## config.mk

```make
export PLATFORM = sky130hd
export DESIGN_NAME = rgb_yuv_pipe
export DESIGN_NICKNAME = d
export VERILOG_FILES = /design/src/rtl/rgb_yuv_pipe.sv
export SDC_FILE = /design/constraint.sdc
export NUM_CORES = 2
export LEC_CHECK = 0
export CAP_MARGIN = 5
export CORE_ASPECT_RATIO = 1.25
export CORE_MARGIN = 1
export CORE_UTILIZATION = 55
export CTS_BUF_LIST = sky130_fd_sc_hd__clkbuf_8 sky130_fd_sc_hd__clkbuf_16
export CTS_CLUSTER_DIAMETER = 40
export DETAILED_ROUTE_END_ITERATION = 8
export PLACE_DENSITY = 0.84
export SYNTH_ARGS = -nofsm -noshare
export SYNTH_HDL_FRONTEND = slang
export SYNTH_SLANG_ARGS = --single-unit
```

## constraint.sdc

```tcl
create_clock -name clock -period 7.1 [get_ports clock]
set_input_delay 1.42 -clock clock [delete_from_list [all_inputs] [get_ports clock]]
set_output_delay 1.42 -clock clock [all_outputs]
set_load 0.02 [all_outputs]
```

## src/rtl/rgb_yuv_pipe.sv

```systemverilog
`default_nettype none
// ==========================================================================
// rgb_yuv_pipe
// Four-stage RGB to YUV converter, per-pixel BT.601/BT.709, valid/ready flow.
// Revision: 1.0
// ==========================================================================
module rgb_yuv_pipe #(
  parameter int DW = 16,
  parameter int CF = 15
) (
  input  logic          clock,
  input  logic          rst_n,
  input  logic          in_valid,
  output logic          in_ready,
  input  logic          in_mode,
  input  logic [DW-1:0] rdata,
  input  logic [DW-1:0] gdata,
  input  logic [DW-1:0] bdata,
  output logic          out_valid,
  input  logic          out_ready,
  output logic [DW-1:0] ydata,
  output logic [DW:0]   udata,
  output logic [DW:0]   vdata
);

  localparam int PW  = DW + 15;  // unsigned Y product width
  localparam int SW  = DW + 17;  // Y sum width (three products plus rounding)
  localparam int CPW = DW + 17;  // signed chroma product width
  localparam int YQW = DW + 2;   // quotient width before saturation/clamp

  localparam logic [14:0] c_k601_r = 15'd9798;
  localparam logic [14:0] c_k601_g = 15'd19235;
  localparam logic [14:0] c_k601_b = 15'd3736;
  localparam logic [14:0] c_k709_r = 15'd6967;
  localparam logic [14:0] c_k709_g = 15'd23436;
  localparam logic [14:0] c_k709_b = 15'd2365;
  localparam logic [14:0] c_k601_u = 15'd16122;
  localparam logic [14:0] c_k601_v = 15'd28738;
  localparam logic [14:0] c_k709_u = 15'd17659;
  localparam logic [14:0] c_k709_v = 15'd20808;

  localparam logic [SW-1:0]         c_yrnd = SW'(2 ** (CF - 1));
  localparam logic signed [CPW-1:0] c_crnd = CPW'(2 ** (CF - 1));

  generate
    if (CF != 15) begin : g_bad_cf
      $error("rgb_yuv_pipe: CF must be 15");
    end
    if (DW < 8 || DW > 16) begin : g_bad_dw
      $error("rgb_yuv_pipe: DW must be in 8..16");
    end
  endgenerate

  logic w_ce;
  assign w_ce     = !out_valid | out_ready;
  assign in_ready = w_ce;

  // Stage 1: full-precision Y products
  logic [14:0]   w_kr, w_kg, w_kb;
  logic          r1_valid, r1_mode;
  logic [DW-1:0] r1_r, r1_b;
  logic [PW-1:0] r1_pr, r1_pg, r1_pb;

  assign w_kr = in_mode ? c_k709_r : c_k601_r;
  assign w_kg = in_mode ? c_k709_g : c_k601_g;
  assign w_kb = in_mode ? c_k709_b : c_k601_b;

  always_ff @(posedge clock or negedge rst_n) begin
    if (!rst_n) begin
      r1_valid <= 1'b0;
      r1_mode  <= 1'b0;
      r1_r     <= '0;
      r1_b     <= '0;
      r1_pr    <= '0;
      r1_pg    <= '0;
      r1_pb    <= '0;
    end else if (w_ce) begin
      r1_valid <= in_valid;
      r1_mode  <= in_mode;
      r1_r     <= rdata;
      r1_b     <= bdata;
      r1_pr    <= PW'(rdata) * PW'(w_kr);
      r1_pg    <= PW'(gdata) * PW'(w_kg);
      r1_pb    <= PW'(bdata) * PW'(w_kb);
    end
  end

  // Stage 2: rounded Y; BT.601 coefficients sum past unity so white can exceed full scale
  logic [SW-1:0]  w_sum;
  logic [YQW-1:0] w_yq;
  logic [DW-1:0]  w_ysat;
  logic           r2_valid, r2_mode;
  logic [DW-1:0]  r2_y, r2_r, r2_b;

  assign w_sum  = SW'(r1_pr) + SW'(r1_pg) + SW'(r1_pb) + c_yrnd;
  assign w_yq   = YQW'(w_sum >> CF);
  assign w_ysat = (w_yq[YQW-1:DW] != 2'b00) ? {DW{1'b1}} : w_yq[DW-1:0];

  always_ff @(posedge clock or negedge rst_n) begin
    if (!rst_n) begin
      r2_valid <= 1'b0;
      r2_mode  <= 1'b0;
      r2_y     <= '0;
      r2_r     <= '0;
      r2_b     <= '0;
    end else if (w_ce) begin
      r2_valid <= r1_valid;
      r2_mode  <= r1_mode;
      r2_y     <= w_ysat;
      r2_r     <= r1_r;
      r2_b     <= r1_b;
    end
  end

  // Stage 3: colour differences
  logic               r3_valid, r3_mode;
  logic [DW-1:0]      r3_y;
  logic signed [DW:0] r3_by, r3_ry;

  always_ff @(posedge clock or negedge rst_n) begin
    if (!rst_n) begin
      r3_valid <= 1'b0;
      r3_mode  <= 1'b0;
      r3_y     <= '0;
      r3_by    <= '0;
      r3_ry    <= '0;
    end else if (w_ce) begin
      r3_valid <= r2_valid;
      r3_mode  <= r2_mode;
      r3_y     <= r2_y;
      r3_by    <= $signed({1'b0, r2_b}) - $signed({1'b0, r2_y});
      r3_ry    <= $signed({1'b0, r2_r}) - $signed({1'b0, r2_y});
    end
  end

  // Stage 4: scaled chroma, floor shift, clamp to the signed output range
  logic [14:0]           w_ku, w_kv;
  logic signed [CPW-1:0] w_up, w_vp;
  logic [YQW-1:0]        w_uq, w_vq;

  assign w_ku = r3_mode ? c_k709_u : c_k601_u;
  assign w_kv = r3_mode ? c_k709_v : c_k601_v;
  assign w_up = CPW'(r3_by) * CPW'($signed({1'b0, w_ku})) + c_crnd;
  assign w_vp = CPW'(r3_ry) * CPW'($signed({1'b0, w_kv})) + c_crnd;
  assign w_uq = YQW'(w_up >>> CF);
  assign w_vq = YQW'(w_vp >>> CF);

  function automatic logic [DW:0] clamp_c(input logic [YQW-1:0] x);
    if (x[YQW-1] != x[DW])
      return x[YQW-1] ? {1'b1, {DW{1'b0}}} : {1'b0, {DW{1'b1}}};
    return x[DW:0];
  endfunction

  always_ff @(posedge clock or negedge rst_n) begin
    if (!rst_n) begin
      out_valid <= 1'b0;
      ydata     <= '0;
      udata     <= '0;
      vdata     <= '0;
    end else if (w_ce) begin
      out_valid <= r3_valid;
      ydata     <= r3_y;
      udata     <= clamp_c(w_uq);
      vdata     <= clamp_c(w_vq);
    end
  end

endmodule
`default_nettype wire
```

# Word level (Yosys, flattened, before mapping)
# Cells that the tools add are included.
# totals
register_bits	280
in_bits	53
output_inout_bits	52
wordCells	54
# classes
n_addsub	7
mul	5
n_eq_ne	2
n_mux	16
bitwise_logic	1
n_reduce_logical	2
# op_table
cell	n
2-to-1 mux 17 bit	6
adder 33 x 16 -> 33 bit (second input constant)	2
multiplier 17 x 16 -> 33 bit	2
subtractor 16 x 16 -> 17 bit	2
adder 32 x 31 -> 33 bit	1
adder 33 x 15 -> 33 bit (second input constant)	1
adder 31 x 31 -> 32 bit	1
multiplier 16 x 15 -> 31 bit	1
multiplier 16 x 14 -> 30 bit	1
multiplier 16 x 12 -> 28 bit	1
2-to-1 mux 14 bit	2
2-to-1 mux 16 bit	1
2-to-1 mux 15 bit	1
2-to-1 mux 13 bit	1
2-to-1 mux 11 bit	1
2-to-1 mux 1 bit	4
!= test 1 bit	2
nonzero test 2 bit	1
zero test 1 bit	1
bitwise OR 1 bit	1

# Depth between registers and ports, before layout
# depth
depth_word	7
depth_mapped	28
depth_no_buf	25

# Least setup slack after synthesis
# No wires, ideal clock.
# synth_timing
path_type	input-to-reg
startpoint	in in_mode
endpoint	reg r1_pr[28]
arrival_ns	7.511
required_ns	6.971
path_slack_ns	-0.539
stages	24
path_buffers	3
cell_sequence	clkbuf_1 -> buf_1 -> clkbuf_1 -> nor2_1 -> fa_1 -> inv_1 -> fa_1 -> fa_1 -> fa_1 -> inv_1 -> fa_1 -> inv_1 -> fa_1 -> inv_1 -> ha_1 -> a21o_1 -> a21oi_1 -> o2111ai_1 -> a41o_1 -> a221o_1 -> or4_1 -> a31oi_1 -> xor2_1 -> o21ai_1
# synth_via
elab_chain_len	2
# synth_rtl
item	line	text
start: declaration	15	input logic in_mode,
2-to-1 mux 14 bit	64	assign w_kr = in_mode ? c_k709_r : c_k601_r;
multiplier 16 x 14 -> 30 bit	82	r1_pr <= PW'(rdata) * PW'(w_kr);
end signal: assignment	82	
end: declaration	62	logic [PW-1:0] r1_pr, r1_pg, r1_pb;
# No other way between the ends.
# A chain may end at the register's enable or synchronous reset.

# Worst setup path in the final report
# layout_timing
startpoint	reg r3_mode
endpoint	reg vdata[7]
# layout_via
elab_chain_len	7
elab_cells_between_ends	9
# layout_rtl
item	line	text
start: declaration	116	logic r3_valid, r3_mode;
start signal: assignment	129	r3_mode <= r2_mode;
2-to-1 mux 14 bit *	142	assign w_kv = r3_mode ? c_k709_v : c_k601_v;
multiplier 17 x 16 -> 33 bit *	144	assign w_vp = CPW'(r3_ry) * CPW'($signed({1'b0, w_kv})) + c_crnd;
adder 33 x 16 -> 33 bit *	144	
!= test 1 bit	149	if (x[YQW-1] != x[DW])
2-to-1 mux 1 bit	149	
2-to-1 mux 1 bit	160	end else if (w_ce) begin
2-to-1 mux 17 bit *	151	return x[DW:0];
end signal: assignment	164	vdata <= clamp_c(w_vq);
end: declaration	23	output logic [DW:0] vdata
# Every way passes the cells marked *; elsewhere a longest branch is shown, timed or not. The select of a mux whose other input is x is not followed.

==> impl_metrics.py <==
metrics = {
    "status": {
        "outcome": "finished, final reports clean",
    },
    "timing": {
        "finalClockSkew_ns": 0.0273,
        "slew_viol_final": 0,
        "setup_ws_ns": 0.194,
        "fmax_mhz": 145,
        "max_slew.worst_pin.slew_ns": 0.867,
        "fin_crit_ns": 6.91,
        "final-hold-violation-count": 0,
        "setup_viol": 0,
        "relSlewSlack_pct": 42.2,
        "fin_crit_sh_pct": 97.3,
        "hold_slack_ns": 0.457,
        "setup_tns_ns": 0,
    },
    "worst_setup_path": {
        "critPathArrivalTime_ns": 7.41,
        "path_cells": "buf_4, nor2b_1, ha_1, fa_1, fa_1, inv_1, fa_1, fa_1, fa_1, inv_1, ha_1, nand4_1, or4_1, o22ai_1, a211oi_2, o21bai_1, a221oi_2, xnor2_4, a21oi_2, a21oi_1",
        "worst_setup_path_start_kind": "register",
        "cpPeakStageDelay_ns": 0.59,
        "slowest_stage": "xnor2_4",
        "crit_family": "adder cells",
        "critical_path_buf_inv_count": 3,
        "rr_worst_depth": 20,
        "cp-end-kind": "register",
        "critPathMaxFanout": 25,
        "timing.rr.end": "vdata[7]",
        "r2r_setup_slack_ns": 0.19,
        "regToRegStartpoint": "r3_mode",
        "cp_common_cell": "fa_1",
        "worst_ep_required_time_ns": 7.60,
        "critical_path_class": "register to register",
    },
    "finish": {
        "layout_commonest_cell": "inv_1",
        "synthToLayoutAreaGrowth_pct": 13.4,
        "mostFrequentLayoutCells": "1003 x inv_1, 663 x ha_1, 639 x fa_1",
        "drive_gt1_share_pct": 8.92,
        "fin_nets": 6213,
        "utilization_pct": 62.9,
    },
    "detailed_routing": {
        "post_drt_via_cell_ratio": 5.31,
        "drtAntennaViolNets": 0,
        "avgRoutedWirePerCell_um": 16.7,
        "dr.first_iter.drc_count": 1489,
        "drc": 0,
        "vias": 31100,
        "wirelength_um": 97900,
        "firstDrtPassIters": 5,
    },
    "min_path": {
        "holdPathStages": 2,
        "min_to": "r3_valid",
        "min_path_type": "register to register",
        "min_from": "r3_valid",
    },
    "clock_tree": {
        "cts_hold_buffers": 0,
        "clock_latency_ns": 0.61,
        "numClockSinks": 276,
        "h-tree-depth": 1,
        "clock_path_buffers": 3,
        "cts_tree": "yes",
        "cts_buffers": 31,
        "cts_root_buf": "clkbuf_16",
        "clkSlewWorstSetupHoldPaths_ns": 0.06,
    },
    "logic_synthesis": {
        "synth_edf_count": 0,
        "synth_area_per_cell_um2": 9.44,
        "synth_area_um2": 42100,
        "synthCells": 4458,
        "async_flop_share_pct": 100,
        "seq_area_frac_synth_pct": 16.4,
        "yosys_warnings": 0,
        "yosysUniqueCellTypes": 76,
        "synth-seq-cells": 276,
        "ys.flop_type": "dfrtp_1",
    },
    "place": {
        "dp_worst_setup_slack_ns": -0.580,
        "dp_hpwl_um": 84100,
        "io_buffers": 104,
        "place.gp.congestion": 0.948,
    },
    "floorplan": {
        "core-area_um2": 75800,
        "start_util_pct": 55.5,
        "die_w_um": 249,
        "io_pins": 105,
        "die_area_um2": 77600,
        "rows": 113,
        "die_h_um": 311,
    },
    "grt": {
        "grt_pass1_vias": 34000,
        "grt_pass1_wl_um": 164000,
        "grt_max_degree": 154,
        "grt_usage_pct": 26.3,
        "antenna_found_initial": 3,
        "grt_overflow": 0,
    },
    "job": {
        "maxCapViolations": 0,
    },
}
## state kept, by name (all words and copies together) (netlist names), 17 cells and up
signal and cells:
r1_pg 31, r1_pr 30, r1_pb 28, r3_by 17, r3_ry 17, udata 17
vdata 17
## repair_timing
action / 4_1_cts / 5_1_grt
setup endpoints to repair: 0 / 46
buffers inserted: 0 / 5
gates resized for setup: 0 / 39
## worst max-delay path by stage
stage             start  cells past startpoint  slack (ns)         to
2_1_floorplan   in_mode                     23       -0.05  r1_pr[28]
3_3_place_gp   rdata[1]                     22       -0.52  r1_pr[28]
3_5_place_dp   rdata[3]                     21       -0.58  r1_pr[29]
4_1_cts        rdata[3]                     21        0.04  r1_pr[29]
5_1_grt         r3_mode                     23       -0.02   udata[8]
6_report        r3_mode                     20        0.19   vdata[7]
## through the flow
stage / cell area [µm²] / cells
finish: 47700 / 5853
global route: 47700 / 5852
CTS: 47500 / 5847
detailed placement: 46400 / 5791
global placement: 46400 / 5791
floorplan: 42400 / 4531
## routing by layer
metal | vias up | global-route usage [%] | wire (µm)
met3 | 293 | 2.38 | 3300
li1 | 14700 | - | -
met4 | 4 | 14.1 | 5770
met5 | - | 0 | 23
met1 | 15400 | 29.1 | 36600
met2 | 680 | 49.4 | 52200
## synth_stat cells, types with 65 or more instances
library cell,count,area share [%]
a21o_1,68,1.2
a21oi_1,220,2.6
and2_1,72,1.1
clkbuf_1,91,0.81
dfrtp_1,276,16
fa_1,642,31
ha_1,666,20
inv_1,1003,8.9
nand2_1,416,3.7
nor2_1,228,2.0
nor2b_1,65,0.97
o21ai_0,124,1.5
xnor2_1,93,1.9
## layout make-up
cell class,instances,area [µm²]
multi-input combinational,3151,31400
timing repair buffer,388,3240
tap,977,1220
clock buffer,36,845
fill,5857,28100
clock inverter,20,255
inverter,1004,3780
antenna,1,2.50
sequential,276,6910
## cell families after synthesis
family	synth area share, %
fa+ha+maj	50.4
buf+inv	9.87
simple gates	10.9
compound gates	8.99
flops	16.4
xor+xnor	3.30
mux	0.173
other cells	0.0179
## worst register-to-register path, stage by stage (launching register included)
cell and delay (ns):
dfrtp_4 0.50, buf_4 0.21, nor2b_1 0.32, ha_1 0.32, fa_1 0.47, fa_1 0.52, inv_1 0.06, fa_1 0.53
fa_1 0.45, fa_1 0.51, inv_1 0.04, ha_1 0.37, nand4_1 0.19, or4_1 0.55, o22ai_1 0.19, a211oi_2 0.09
o21bai_1 0.31, a221oi_2 0.16, xnor2_4 0.59, a21oi_2 0.23, a21oi_1 0.23
Power is left out: the tool's default activity adds up to more than one toggle a clock period on the data nets, which glitch-free logic cannot reach.
